[config.mk]
export PLATFORM = sky130hd
export DESIGN_NAME = div_iter_flat
export DESIGN_NICKNAME = d
export VERILOG_FILES = /design/src/rtl/div_iter_if.sv /design/src/rtl/div_iter.sv /design/src/flat_wrapper.sv
export SDC_FILE = /design/constraint.sdc
export NUM_CORES = 1
export LEC_CHECK = 0
export BUFFER_PORTS_ARGS = -buffer_cell sky130_fd_sc_hd__buf_4
export CAP_MARGIN = 25
export CORE_ASPECT_RATIO = 1.5
export CORE_MARGIN = 2
export CORE_UTILIZATION = 26
export CTS_BUF_LIST = sky130_fd_sc_hd__clkbuf_8
export DETAILED_ROUTE_END_ITERATION = 12
export GPL_TIMING_DRIVEN = 0
export SETUP_SLACK_MARGIN = 0.5
export SLEW_MARGIN = 20
export SYNTH_ARGS = -nofsm -noshare
export SYNTH_HDL_FRONTEND = slang
export SYNTH_SLANG_ARGS = --single-unit
[constraint.sdc]
create_clock -name clk -period 5.67 [get_ports clk]
set_input_delay 0.2835 -clock clk [delete_from_list [all_inputs] [get_ports clk]]
set_output_delay 0.2835 -clock clk [all_outputs]
set_load 0.05 [all_outputs]
[src/rtl/div_iter_if.sv]
// Operand/result handshake bundle for the iterative divider.
interface div_iter_if #(
  parameter int unsigned WIDTH = 32
);
  logic             in_valid;
  logic             in_ready;
  logic             sign;
  logic [WIDTH-1:0] a;
  logic [WIDTH-1:0] b;
  logic             cancel;
  logic             out_valid;
  logic             out_ready;
  logic [WIDTH-1:0] quotient;
  logic [WIDTH-1:0] remainder;
  logic             div_zero;
  logic             busy;

  modport master (
    output in_valid, sign, a, b, cancel, out_ready,
    input  in_ready, out_valid, quotient, remainder, div_zero, busy
  );

  modport slave (
    input  in_valid, sign, a, b, cancel, out_ready,
    output in_ready, out_valid, quotient, remainder, div_zero, busy
  );
endinterface

[src/rtl/div_iter.sv]
// Radix-2 restoring divider (signed/unsigned, MIPS truncating semantics), WIDTH iterations.
// Optional DIV_ZERO_FAST_EN: a zero divisor completes on the accept edge.
module div_iter #(
  parameter int unsigned WIDTH = 32,
  parameter int unsigned CNT_W = $clog2(WIDTH + 1)
) (
  input logic       clk,
  input logic       rst,
  div_iter_if.slave io
);

  typedef enum logic [1:0] {
    S_IDLE,
    S_BUSY,
    S_DONE
  } state_t;

  state_t           state_q, state_d;
  logic [CNT_W-1:0] cnt_q, cnt_d;
  logic [WIDTH-1:0] rem_q, rem_d;
  logic [WIDTH-1:0] quo_q, quo_d;
  logic [WIDTH-1:0] dmag_q, dmag_d;
  logic             q_neg_q, q_neg_d;
  logic             r_neg_q, r_neg_d;
  logic             zero_q, zero_d;
  logic [WIDTH-1:0] quotient_q, quotient_d;
  logic [WIDTH-1:0] remainder_q, remainder_d;
  logic             div_zero_q, div_zero_d;
  logic             in_ready_q, out_valid_q, busy_q;

  function automatic logic [WIDTH-1:0] negate(input logic [WIDTH-1:0] x);
    return ~x + WIDTH'(1);
  endfunction

  // Operand magnitudes; only signed-mode negatives are negated.
  logic [WIDTH-1:0] a_mag, b_mag;
  assign a_mag = (io.sign && io.a[WIDTH-1]) ? negate(io.a) : io.a;
  assign b_mag = (io.sign && io.b[WIDTH-1]) ? negate(io.b) : io.b;

  // One restoring step; the compare is WIDTH+1 bits wide so no magnitude overflows.
  logic [WIDTH:0]   shifted;
  logic             ge;
  logic [WIDTH-1:0] rem_step, quo_step;
  assign shifted  = {rem_q, quo_q[WIDTH-1]};
  assign ge       = shifted >= {1'b0, dmag_q};
  assign rem_step = ge ? (shifted[WIDTH-1:0] - dmag_q) : shifted[WIDTH-1:0];
  assign quo_step = {quo_q[WIDTH-2:0], ge};

  always_comb begin
    state_d     = state_q;
    cnt_d       = cnt_q;
    rem_d       = rem_q;
    quo_d       = quo_q;
    dmag_d      = dmag_q;
    q_neg_d     = q_neg_q;
    r_neg_d     = r_neg_q;
    zero_d      = zero_q;
    quotient_d  = quotient_q;
    remainder_d = remainder_q;
    div_zero_d  = div_zero_q;

    if (io.cancel) begin
      state_d = S_IDLE;
    end else begin
      unique case (state_q)
        S_IDLE: begin
          if (io.in_valid) begin
            state_d = S_BUSY;
            cnt_d   = '0;
            rem_d   = '0;
            quo_d   = a_mag;
            dmag_d  = b_mag;
            q_neg_d = io.sign && (io.a[WIDTH-1] ^ io.b[WIDTH-1]);
            r_neg_d = io.sign && io.a[WIDTH-1];
            zero_d  = (io.b == '0);
`ifdef DIV_ZERO_FAST_EN
            // Zero divisor bypasses the iterations entirely.
            if (io.b == '0) begin
              state_d     = S_DONE;
              quotient_d  = '1;
              remainder_d = io.a;
              div_zero_d  = 1'b1;
            end
`endif
          end
        end
        S_BUSY: begin
          rem_d = rem_step;
          quo_d = quo_step;
          cnt_d = cnt_q + CNT_W'(1);
          if (cnt_q == CNT_W'(WIDTH - 1)) begin
            state_d     = S_DONE;
            quotient_d  = q_neg_q ? negate(quo_step) : quo_step;
            remainder_d = r_neg_q ? negate(rem_step) : rem_step;
            div_zero_d  = zero_q;
          end
        end
        S_DONE: begin
          if (io.out_ready) state_d = S_IDLE;
        end
        default: state_d = S_IDLE;
      endcase
    end
  end

  always_ff @(posedge clk or negedge rst) begin
    if (!rst) begin
      state_q     <= S_IDLE;
      cnt_q       <= '0;
      rem_q       <= '0;
      quo_q       <= '0;
      dmag_q      <= '0;
      q_neg_q     <= 1'b0;
      r_neg_q     <= 1'b0;
      zero_q      <= 1'b0;
      quotient_q  <= '0;
      remainder_q <= '0;
      div_zero_q  <= 1'b0;
      in_ready_q  <= 1'b1;
      out_valid_q <= 1'b0;
      busy_q      <= 1'b0;
    end else begin
      state_q     <= state_d;
      cnt_q       <= cnt_d;
      rem_q       <= rem_d;
      quo_q       <= quo_d;
      dmag_q      <= dmag_d;
      q_neg_q     <= q_neg_d;
      r_neg_q     <= r_neg_d;
      zero_q      <= zero_d;
      quotient_q  <= quotient_d;
      remainder_q <= remainder_d;
      div_zero_q  <= div_zero_d;
      in_ready_q  <= (state_d == S_IDLE);
      out_valid_q <= (state_d == S_DONE);
      busy_q      <= (state_d != S_IDLE);
    end
  end

  assign io.in_ready  = in_ready_q;
  assign io.out_valid = out_valid_q;
  assign io.busy      = busy_q;
  assign io.quotient  = quotient_q;
  assign io.remainder = remainder_q;
  assign io.div_zero  = div_zero_q;

endmodule
[src/flat_wrapper.sv]
// flat-port wrapper written by rule: the top's interface ports become plain ports
module div_iter_flat 
#(
  parameter int unsigned WIDTH = 32,
  parameter int unsigned CNT_W = $clog2(WIDTH + 1)
)
  (clk, rst, io_in_valid, io_sign, io_a, io_b, io_cancel, io_out_ready, io_in_ready, io_out_valid, io_quotient, io_remainder, io_div_zero, io_busy);
  div_iter_if #(.WIDTH(WIDTH)) io_i ();
  input logic clk;
  input logic rst;
  input wire logic [$bits(io_i.in_valid)-1:0] io_in_valid;
  input wire logic [$bits(io_i.sign)-1:0] io_sign;
  input wire logic [$bits(io_i.a)-1:0] io_a;
  input wire logic [$bits(io_i.b)-1:0] io_b;
  input wire logic [$bits(io_i.cancel)-1:0] io_cancel;
  input wire logic [$bits(io_i.out_ready)-1:0] io_out_ready;
  output wire logic [$bits(io_i.in_ready)-1:0] io_in_ready;
  output wire logic [$bits(io_i.out_valid)-1:0] io_out_valid;
  output wire logic [$bits(io_i.quotient)-1:0] io_quotient;
  output wire logic [$bits(io_i.remainder)-1:0] io_remainder;
  output wire logic [$bits(io_i.div_zero)-1:0] io_div_zero;
  output wire logic [$bits(io_i.busy)-1:0] io_busy;
  assign io_i.in_valid = io_in_valid;
  assign io_i.sign = io_sign;
  assign io_i.a = io_a;
  assign io_i.b = io_b;
  assign io_i.cancel = io_cancel;
  assign io_i.out_ready = io_out_ready;
  assign io_in_ready = io_i.in_ready;
  assign io_out_valid = io_i.out_valid;
  assign io_quotient = io_i.quotient;
  assign io_remainder = io_i.remainder;
  assign io_div_zero = io_i.div_zero;
  assign io_busy = io_i.busy;
  div_iter #(.WIDTH(WIDTH), .CNT_W(CNT_W)) u_core (.clk(clk), .rst(rst), .io(io_i));
endmodule
==> results.md, run 1 <==
Route:
- Dividing the detail-routed via count by the number of cells gives 5.22.
- The violation count after the first detailed-routing iteration is 777.
- For this run, design rule violations remaining after detail routing come to 0.
- The length of the first detailed-routing pass in iterations is 4.
- For this block, the via count after detailed routing is 12000.
- Dividing the detail-routed wire length by the instance count gives 20.0 µm.
- The count of nets left with antenna violations after detail routing is 0.
- The total wire length after detailed routing is 46300 µm.

Synthesis:
- The total standard cell area after synthesis is approximately 12000 µm².
- After Yosys synthesis, XOR and XNOR cells account for 9.50% of the synthesized area.
- The most frequently used cell type in the post-synthesis netlist is nand2_1.
- The cell count after synthesis is 1500.
- Ranked by total cell area, the synthesized netlist is headed by dfrtp_1, o21ai_0, nand2_1.
- By area, the combinational part of the netlist is dominated by compound AO/OA/AOI/OAI gates.
- The count of unique library cells instantiated by Yosys is 89.
- The flip-flop cell with the highest count after synthesis is dfrtp_1.
- The post-synthesis mux area share is 1.69%.
- By count the netlist is led by nand2_1, o21ai_0, dfrtp_1.
- The largest total area in the synthesized netlist belongs to dfrtp_1.
- The synthesized area per cell is 8.12 µm².
- For this run, asynchronously set or reset flops after synthesis account for 100%.
- The warning count from the yosys run is 0.
- The area fraction in compound gates after synthesis is 23.5%.
- The fraction of post-synthesis cell area in the top cell type by area is 35.8%.
- The net count of the mapped netlist is 1608.
- The simple-gate share of the synthesized area is 20.4%.
- Yosys mapped a number of flops with a built-in enable equal to 0.
- The post-synthesis share of cell area spent on full adders, half adders and majority gates is about 4%.
- Of the synthesized area, sequential elements account for 36.0%.
- The number of flip-flops and latches in the synthesized netlist is about 180.

Die:
- The total number of placement rows is 97.
- The region available for standard cell placement spans approximately 46000 µm².
- The initial utilization of the core area, before any placement, comes to between 20% and 30%.
- The overall die area is 48600 µm².
- In this run the count of I/O pins placed on the die edge is 138.
- The die span in y is 269 µm.
- The die is between 150 and 200 µm wide.

Hold path:
- The min-delay analysis places its worst path in the category in -> reg.

Place:
- The worst setup slack after placement is -1.32 ns.
- The placed cell count is 2233.
- The congestion estimate from routability-driven global placement came to 0.905.
- The half-perimeter wire length after detailed placement is around 36000 µm.
- The placed instance area is 14000 µm².
- During placement, the flow inserted port buffers numbering ~140.

Cells and area:
- The sequential standard cell area is 4390 µm².
- The finished layout holds 2308 standard cells, fillers aside.
- In the final layout, the multi-input gates occupy between 7000 and 8000 µm².
- The area growth from synthesis to layout is 24.1%.
- The post-route cell area is around 15000 µm².
- Fill cells in the final layout number ~4900.
- After the last flow step, the layout net total stands at 1808.
- Of the cells placed in the final design, the portion with a size suffix greater than 1 is about 18%.

Pwr:
- VDD sags by at most around 0.22 mV.
- Power comes to 8.58 mW.
- The leakage power is 6.47 nW.
- Dividing total power by cell area gives a power density of ~570 nW/µm².

CTS:
- After clock tree synthesis, the clock-pin slew on the worst setup and hold paths is about 0.10 ns.
- Buffers inserted during clock tree synthesis total 17.
- For this design, the sink count on the clock tree is between 150 and 200.
- The clock tree root driver cell is clkbuf_8.
- The clock passes through at most 2 buffers.
- TritonCTS built the clock tree.
- The CTS H-tree depth is 4.
- At the later pin of the worst-skew pair, clock insertion delay measures 0.53 ns.

Worst setup path:
- The largest fanout of any net on the critical path is 10.
- Data arrives at the worst endpoint at 5.52 ns.
- The worst setup path is of the reg -> reg kind.
- The maximum cell stage delay along the critical path is 0.50 ns.
- Walking the worst path, the cells encountered are ha_4 > buf_6 > nand4_1 > buf_4 > nor4_4 > o21ai_2 > a41oi_2 > o21ba_4 > inv_8 > buf_8 > buf_12 > clkbuf_16 > a21oi_4 > ha_4 > nand2_2 > a2111o_1 > nand3b_1 > nor3_4 > a41oi_2 > buf_6 > or3b_4 > and3_4 > o31ai_2.
- The data required time of the critical path is 6.12 ns.
- The kind of end point of the critical path is a flip-flop.
- The worst setup path is launched from a flip-flop.
- The highest-delay cell along the critical path is dfrtp_2.

Global routing:
- The met1 global-route usage is 19.0%.
- The initial antenna violation count came to 1.
- Entering global routing, the biggest net connects 99 pins.
- The total congestion overflow after global routing is 0.
- The first global-routing pass estimated 70800 µm of wire.
- The global routing stage identified its most utilized layer as met2.
- The met3 usage in global routing is 2.42%.
- The fraction of met2 tracks used by global routing is 36.0%.
- The total global-route track usage is 18.9%.
- The via count of the first global-routing pass came to 12300.

Status:
- The run finished with clean final reports.

STA:
- At the pin with the least slew margin, the transition time is 1.05 ns.
- The fmax is 0.197 GHz.
- Setup slack closes at 0.595 ns.
- The post-layout minimum cycle time is 5.07 ns.
- Hold timing on the final database bottoms out at a slack of 0.0313 ns.
- The worst slew margin relative to its limit is 29.6%.
- The clock arrives with 0.0203 ns of skew.
- Setup repair after global routing left no endpoint under its margin.
- The final-report hold violation count is 0.
- The number of slew-limit violations in the final report is 0.
- The final critical path takes up 89.5% of the cycle.
- Setup violations remaining at the end of the flow were counted as 0.

Job:
- The reported max-cap violation count is 0.
==> flip-flops by register name (all words and copies together), names as in the netlist, 2 cells and up <==
register / count
u_core.dmag_q: 32
u_core.io.quotient: 32
u_core.io.remainder: 32
u_core.quo_q: 32
u_core.rem_q: 32
u_core.cnt_q: 6
u_core.state_q: 2
==> repair_timing <==
item | CTS | global route
hold buffers | 2 | 0
resized for setup | 55 | 38
setup buffers | 10 | 29
cloned | 0 | 1
pin swaps | 9 | 10
hold endpoints to repair | 78 | 0
endpoints found under the setup margin | 18 | 9
==> per-layer routing <==
metal,share of wire (%),wire length [µm],up-vias
met1,36,16800,5868
met2,54,24800,338
met5,0,0,-
met3,3.1,1450,125
met4,7.0,3240,0
li1,-,-,5710
==> layout make-up <==
class,instances,area share (%)
Timing Repair Buffer,181,9.33
Clock inverter,13,1.20
Buffer,83,3.34
Multi-Input combinational cell,1190,49.1
Inverter,52,1.34
Antenna cell,1,0.0166
Clock buffer,19,1.73
Tap cell,594,4.92
Sequential cell,175,29.0
==> cell usage in the layout (no fill, tap or decap), types with 11 or more instances in the layout <==
cell,count
inv_1,47
o211ai_1,11
buf_4,177
or4_1,13
nand3_1,21
o31ai_1,22
nand2_1,265
nor3_1,32
xnor2_1,57
or3_1,14
dfrtp_1,169
and2_1,11
o21a_1,12
buf_2,11
o41ai_1,14
a21oi_1,85
mux2i_1,15
ha_1,33
clkbuf_8,19
clkbuf_1,50
nand4_1,16
nor2_1,93
o21ai_0,205
nor4_1,15
xor2_1,75
==> critical path: cells and delay by family (launching register included) <==
family,cells,cell delay [ns]
DFF,1,0.50
buffers and inverters,7,0.95
and+or+nand+nor,7,1.48
adders and majority gates,2,0.44
AOI/OAI and AO/OA,7,1.59
==> cell families (layout without fill, tap and decap cells) <==
logic type	count (synthesis)	in the layout
and+or+nand+nor	542	542
AOI/OAI and AO/OA	458	458
DFF	175	175
other	0	1
adders and majority gates	38	38
buffers and inverters	135	348
muxes	20	20
xor gates and xnor gates	132	132
==> path summary, 6_finish.rpt <==
kind,from,endpoint,slack (ns),cells after the start
worst max-delay path,u_core.rem_q[13],u_core.io.remainder[20],0.60,23
worst min-delay path,io_b[31],u_core.zero_q,0.03,2
worst max register to register,u_core.rem_q[13],u_core.io.remainder[20],0.60,23
worst min register to register,u_core.io.remainder[21],u_core.io.remainder[21],0.49,2
max in group asynchronous,rst,u_core.rem_q[15],4.38,3
min in group asynchronous,rst,u_core.dmag_q[1],0.33,2
==> per-stage QoR <==
step / utilization (%) / setup TNS [ns]
floorplan: - / 0
global placement: 30.0 / -10.62
detailed placement: 30.1 / -11.01
CTS: 31.7 / 0
global route: 32.5 / 0
finish: 32.5 / 0
==> power breakdown <==
group	total (mW)	internal [mW]	leakage [nW]	switching, mW
clock network	1.02	0.505	0.228	0.512
registers	1.79	1.47	2.32	0.316
logic	5.77	2.23	3.92	3.54
Note: power is estimated with default switching activity, not from simulation.
==> inputs of run 2 (changes only) <==
Settings changed: ABC_AREA set to 1, CELL_PAD_IN_SITES_DETAIL_PLACEMENT set to 1, CELL_PAD_IN_SITES_GLOBAL_PLACEMENT set to 2, PLACE_DENSITY_LB_ADDON set to 0.1.
==> results.md, run 2 <==
Place:
- The routability congestion estimate is 0.843.
- The placed instance area is between 10000 and 15000 µm².
- The placed cell count is 2694.
- The count of buffers inserted at the top-level ports is approximately 140.
- Once detailed placement completed, the half-perimeter wirelength came to 46200 µm.

Synthesis:
- The flip-flop cell with the highest count after synthesis is dfrtp_1.
- The sequential fraction of the synthesis area is 34.3%.
- The mapped netlist covers 12800 µm².
- The number of nets handed over by synthesis was 2007.
- The share of synthesized flip-flops with an asynchronous set or reset is 100%.
- The Yosys step of the flow raised 0 warnings.
- The synthesized design contains around 180 register bits.
- After synthesis, the most frequently instantiated cells are nand2_1, inv_1, o21ai_0.
- The fraction of post-synthesis cell area in the top cell type by area is 34.1%.
- In this run the mean area of a mapped cell was 6.73 µm².
- Of all cell types, the one taking the most synthesized area is dfrtp_1.
- In the post-synthesis netlist, the cell with the most instances is nand2_1.
- The count of unique library cells instantiated by Yosys is 47.
- The count of flip-flops with a built-in enable after synthesis is 0.
- Ranked by total cell area, the synthesized netlist is headed by dfrtp_1, nand2_1, o21ai_0.
- The cell count after synthesis is 1899.

CTS:
- Clock tree synthesis found a total of roughly 180 sinks.
- The clock tree from TritonCTS is built.
- The clock passes through at most 2 buffers.
- The CTS H-tree depth is 4.
- After clock tree synthesis, the clock-pin slew on the worst setup and hold paths is 0.14 ns.
- Clock tree synthesis inserted a total of 17 buffers.
- The clock latency at the later pin of the worst-skew pair is 0.51 ns.
- The cell sitting at the root of the clock tree is a clkbuf_8.

Global routing:
- Summed over all layers, the global routing overflow is 0.
- The largest net degree at the start of global routing is 90.
- The via count of the first global-routing pass is 13900.
- The total global-route track usage is 22.1%.
- The wire length of the first global-routing pass is 83100 µm.
- The initial antenna violation count came to 1.

Worst setup path:
- The kind of end point of the critical path is a flip-flop.
- The critical path ends at u_core.io.quotient[30].
- The critical path crosses 29 cells after its start point.
- The category of the critical setup timing path is reg -> reg.
- The critical path startpoint is u_core.dmag_q[27].
- STA classifies the critical path startpoint as a flip-flop.
- The largest fanout of any net on the critical path is 10.
- The endpoint of the worst register-to-register path is u_core.io.quotient[30].
- At the worst endpoint, the required time is 6.12 ns.
- For this run, the slowest stage of the critical path takes 0.40 ns.
- The reg-to-reg startpoint is u_core.dmag_q[27].
- For the worst setup path, the data arrival time is between 5 and 6 ns.
- The slowest stage of the critical path belongs to the cell dfrtp_1.
- The depth of the worst register-to-register path is 29.
- The kind of cell with the highest combined delay along the critical path is simple AND/OR/NAND/NOR gates.
- Counting both buffers and inverters, the worst setup path holds a total of 9.
- The cell that appears most often on the critical path is inv_1.
- The setup slack of the most critical reg-to-reg path is 0.97 ns.

Job:
- Across the run, the number of max-cap violations was 0.

STA:
- The clock arrives with 0.0303 ns of skew.
- The number of slew-limit violations in the final report came to 0.
- The fmax is about 0.21 GHz.
- For the final routed database, the setup TNS stands at 0 ns.
- The number of endpoints failing setup at the final stage is 0.
- The final-report hold violation count came to 0.
- The routed design could run at a clock period as short as about 4.7 ns.
- The worst pin sits at a relative slew slack of 40.7%.
- Setup repair after global routing left no endpoint under its margin.
- The slew at the pin with the worst max-slew slack is approximately 0.89 ns.
- The final clock period utilization by the worst path is 82.8%.

Cells and area:
- Of the cells placed in the final design, the portion with a size suffix greater than 1 is 12.4%.
- The final-layout fill cell count is 6248.
- Leaving out fill and tap cells, the most frequent cell in the layout is nand2_1.
- The number of nets in the layout is 2167.
- From synthesis to final layout, the design area changed by 18.7%.
- The post-route cell area is 15200 µm².
- Leaving out fill and tap cells, the most frequent cells in the layout are nand2_1, inv_1, o21ai_0.
- The final non-filler cell total is 2729.

Route:
- The final route contains 12800 vias.
- After the first detailed-routing iteration, the DRC count stood at ~440.
- The average wire length per cell after detail routing is between 20 and 25 µm.
- The total wire length after detailed routing is 54700 µm.
- After detailed routing, the number of remaining DRC violations is 0.
- The detailed-route vias per instance is approximately 4.7.
- The count of nets left with antenna violations after detail routing is 0.
- The first detailed-routing pass ran for 4 iterations.

Die:
- The total area inside the core boundary comes to slightly below 50000 µm².
- The floorplan step set the die width to 185 µm.
- The die span in y is 276 µm.
- The die covers 51000 µm².
- The starting density of the core is 26.3%.
- After floorplanning, the core was divided into 99 placement rows.
- During I/O placement, the number of pins put on the boundary was 138.

Hold path:
- The tightest min-delay check is of the in -> reg type.
- The worst hold path was traced through 3 stages.

Pwr:
- Dividing total power by cell area gives a power density of 508 nW/µm².
- The leakage power is 7.69 nW.
- The largest voltage drop on the vdd net is 0.187 mV.

Status:
- The flow ran to the end, and the final reports show no timing, DRC or antenna violations.
## run 2: metrics by stage
| stage | setup WS (ns) | utilization (%) | hold slack (ns) | total power, mW |
|---|---|---|---|---|
| 6_report | 0.975 | 31.2 | 0.0882 | 7.71 |
| 5_1_grt | 0.581 | 31.2 | 0.0825 | 8.47 |
| 4_1_cts | 0.502 | 31.2 | 0.0448 | 7.82 |
| 3_5_place_dp | 0.519 | 30.3 | 0.0893 | 6.78 |
| 3_3_place_gp | 0.522 | 30.1 | 0.466 | 6.74 |
| 2_1_floorplan | 2.16 | - | -0.0121 | 5.10 |
## run 2: repair_timing
action                                  in CTS  in global routing
endpoints found under the setup margin       0                  2
hold endpoints to repair                    94                  0
hold buffers                                 1                  0
gates resized for setup                      0                  5
buffers inserted                             0                  1
## run 2: worst min-delay path by stage
stage                                 startpoint                      to  slack (ns)
final                                   io_b[22]       u_core.dmag_q[22]        0.09
after global routing                    io_b[30]       u_core.dmag_q[31]        0.08
after CTS                               io_b[13]       u_core.dmag_q[13]        0.04
after detailed placement                     rst        u_core.dmag_q[9]        0.09
after global placement    u_core.io.quotient[16]  u_core.io.quotient[16]        0.47
after floorplan                              rst         u_core.cnt_q[0]       -0.01
## run 2: logic make-up after synthesis
family          Yosys count  synth area share [%]
fa+ha+maj                38                  3.78
compound gates          337                  14.5
flops                   175                  34.3
xor+xnor                 94                  6.44
simple gates            940                  31.3
buf+inv                 315                  9.70
## run 2: final cells by class
cell class,count,area (µm²),area share [%]
antenna,1,2.50,0.0165
buffer,60,283,1.86
clock buffer,17,234,1.54
clock inverter,15,218,1.43
inverter,255,957,6.31
multi-input combinational,1409,7170,47.2
sequential,175,4380,28.9
tap,656,821,5.41
timing repair buffer,141,1110,7.31
## run 2: metal layers
| metal | global-route usage (%) | share of wire [%] | wire length (µm) |
|---|---|---|---|
| met5 | 0 | 0 | 0 |
| met4 | 5.99 | 2.2 | 1220 |
| met3 | 2.59 | 2.2 | 1200 |
| met2 | 46.0 | 58 | 31700 |
| met1 | 22.5 | 38 | 20600 |
## run 2: report_power, final
| part | leakage (nW) | internal [mW] | switching (mW) |
|---|---|---|---|
| clock | 0.222 | 0.361 | 0.626 |
| combinational | 5.25 | 1.51 | 3.52 |
| sequential | 2.21 | 1.46 | 0.226 |
| total | 7.69 | 3.33 | 4.38 |
## run 2: worst register-to-register path: cells and delay by family (launching register included)
kind | cells | cell delay (ns)
AND/OR/NAND/NOR | 11 | 1.53
buffers and inverters | 9 | 1.14
AO/OA/AOI/OAI | 6 | 0.88
adder cells (fa/ha/maj) | 2 | 0.52
flip-flops | 1 | 0.40
XOR/XNOR | 1 | 0.18
==> inputs of run 3 (changes only) <==
Clock period 5.67 ns to 4.91 ns, I/O delays scaled along.
==> results.md, run 3 (same netlist as run 2, synthesis figures left out) <==
Status:
- The flow ran to the end, and the final reports show no timing, DRC or antenna violations.

Cells and area:
- The final-layout fill cell count is 6228.
- The post-synthesis to final-layout area growth is 20.2%.
- At the end of the flow, the number of nets in the layout was 2174.
- In the layout the commonest cells are nand2_1, inv_1, o21ai_0.
- The library cell used most frequently in the layout, excluding fill and tap cells, is nand2_1.
- The post-route netlist has between 10% and 20% of its cells at a drive strength greater than 1.

CTS:
- The maximum clock insertion buffer count is 2.
- Clock tree synthesis inserted a total of 17 buffers.
- The total clock sinks is 175.
- The H-tree generated during clock tree synthesis spans 4 levels.
- The clock tree root driver cell is clkbuf_8.
- The clock latency at the later pin of the worst-skew pair is around 0.52 ns.
- The clock tree from TritonCTS is built.
- Clock-pin slew was measured on the worst setup and hold paths at between 0.1 and 0.15 ns.

Die:
- The die covers 51000 µm².
- The die extent in x is 185 µm.
- For this design the top-level I/O count stands at 138.
- From bottom edge to top edge, the die measures 276 µm.
- The core outline area is 48600 µm².
- The starting density of the core is 26.3%.
- In this run the core area contains 99 standard-cell rows.

Route:
- For this run, design rule violations remaining after detail routing come to 0.
- The wire length the detailed router placed on met1 is 20700 µm.
- The total vias in the final route is 12800.
- The length of the first detailed-routing pass in iterations is 4.
- The detailed route wirelength on metal3 is 1250 µm.
- Summed over all nets, wire length on met2 after detailed routing comes to between 30000 and 40000 µm.
- After detailed routing, the number of vias per cell comes to roughly 4.7.
- After detailed routing, the average wire length per cell comes to 20.1 µm.
- After detailed routing, no signal wire sits above met4.
- The count of nets left with antenna violations after detail routing is 0.
- The violation count after the first detailed-routing iteration is about 440.
- Wires add up to 54900 µm.

STA:
- The fmax is 0.245 GHz.
- The worst slew margin relative to its limit is about two fifths.
- For the final database, setup skew stands at 0.0320 ns.
- Dividing the final minimum period by the clock period gives 83.2%.
- The slew at the pin with the worst max-slew slack is 0.908 ns.
- Setup violations remaining at the end of the flow were counted as 0.
- The worst path needs 4.08 ns of the cycle, external delays included.
- The number of slew-limit violations in the final report was 0.
- Setup repair after global routing left no endpoint under its margin.
- The final-report hold violation count came to 0.
- The worst hold-check slack is roughly 0.048 ns.

Pwr:
- For this design the ratio of total power to cell area is ~590 nW/µm².
- For this design the static power due to leakage is 7.72 nW.
- The largest voltage drop on the vdd net is 0.219 mV.
- Power comes to 9.07 mW.

Place:
- Routability-driven placement finished with a final weighted congestion of 0.843.
- The half-perimeter wire length after detailed placement is 46200 µm.
- The count of buffers inserted at the top-level ports is 137.

Global routing:
- Entering global routing, the biggest net connects 90 pins.
- The via count of the first global-routing pass came to 13900.
- The total global-route track usage is 22.1%.
- For this run the aggregate overflow at the end of global routing stands at 0.
- The first global-routing pass estimated 83200 µm of wire.
- The initial antenna violation count is 1.

Worst setup path:
- The endpoint of the worst register-to-register path is u_core.io.quotient[30].
- The termination of the worst setup path is u_core.io.quotient[30].
- The worst register-to-register path begins at u_core.dmag_q[8].
- On the worst path, the slowest cell contributes a delay of 0.41 ns.
- The largest fanout of any net on the critical path is 10.
- Counting cells, the worst reg-to-reg path comes to 29.
- The largest individual stage delay along the critical path comes from the cell dfrtp_1.
- Data arrives at the worst endpoint at 4.48 ns.
- The critical path starts at u_core.dmag_q[8].
- STA classifies the critical path startpoint as a flip-flop.
- The data required time of the critical path is 5.31 ns.
- The kind of end point of the critical path is a flip-flop.
- The setup slack of the most critical reg-to-reg path is 0.83 ns.
- The critical path in this run is classified as reg -> reg.

Hold path:
- The classification of the worst-slack hold path is in -> reg.

Job:
- Max-cap violations in this run came to 0.
-- run 3: cell types whose count changed in the layout (fill, tap and decap cells not counted), moves of 2 or more --
cell,before,now
nor2_1,176,171
ha_2,0,6
o21ai_0,187,185
a21oi_2,4,8
nor2_2,9,12
ha_1,37,27
ha_4,0,4
inv_1,236,228
nor2_4,5,7
o21ai_2,4,7
a21oi_1,71,67
buf_4,141,146
inv_2,14,22
-- run 3: layer usage --
layer	vias up	global-route usage [%]
li1	6413	-
met1	6197	22.6
met2	133	45.9
met3	39	2.61
met4	0	6.18
met5	-	0
-- run 3: stage by stage --
step / setup slack (ns) / TNS [ns] / utilization [%] / std cells / cell area, µm²
after floorplan: 1.40 / 0 / - / 1899 / 12800
after global routing: 0.472 / 0 / 31.6 / 2736 / 15400
after global placement: -0.238 / -0.368 / 30.1 / 2692 / 14600
final: 0.826 / 0 / 31.6 / 2736 / 15400
after detailed placement: -0.241 / -0.382 / 30.3 / 2694 / 14700
after CTS: 0.545 / 0 / 31.3 / 2729 / 15200
-- run 3: cell type report --
cell class              count  area (µm²)  area share [%]
diodes                      1        2.50          0.0163
plain buffers              60         303            1.97
clock buffers              17         234            1.52
clock inverters            15         218            1.42
inverters                 255         957            6.23
multi-input cells        1409        7290            47.4
flip-flops and latches    175        4380            28.5
well taps                 656         821            5.34
repair buffers            148        1160            7.56
-- run 3: what timing repair did --
item | CTS | global route
hold buffers | 1 | 0
pin swaps | 3 | 8
hold endpoints to repair | 94 | 0
endpoints found under the setup margin | 7 | 5
resized for setup | 17 | 29
buffers inserted | 2 | 6
-- run 3: worst min-delay path by stage --
stage | cells after the start | to | from
finish | 3 | u_core.dmag_q[22] | io_b[22]
global route | 4 | u_core.dmag_q[31] | io_b[30]
CTS | 4 | u_core.dmag_q[13] | io_b[13]
detailed placement | 1 | u_core.dmag_q[9] | rst
global placement | 2 | u_core.io.quotient[16] | u_core.io.quotient[16]
floorplan | 0 | u_core.cnt_q[0] | rst
-- run 3: critical path, delay by kind of cell, from the launching register on --
family	cells	cell delay, ns
simple gates	12	1.42
flops	1	0.41
buf+inv	8	0.80
compound gates	6	0.62
fa+ha+maj	2	0.51
xor+xnor	1	0.19
-- run 3: report_power, final --
| part | internal, mW | switching (mW) |
|---|---|---|
| sequential | 1.69 | 0.268 |
| clock | 0.417 | 0.724 |
| combinational | 1.85 | 4.12 |
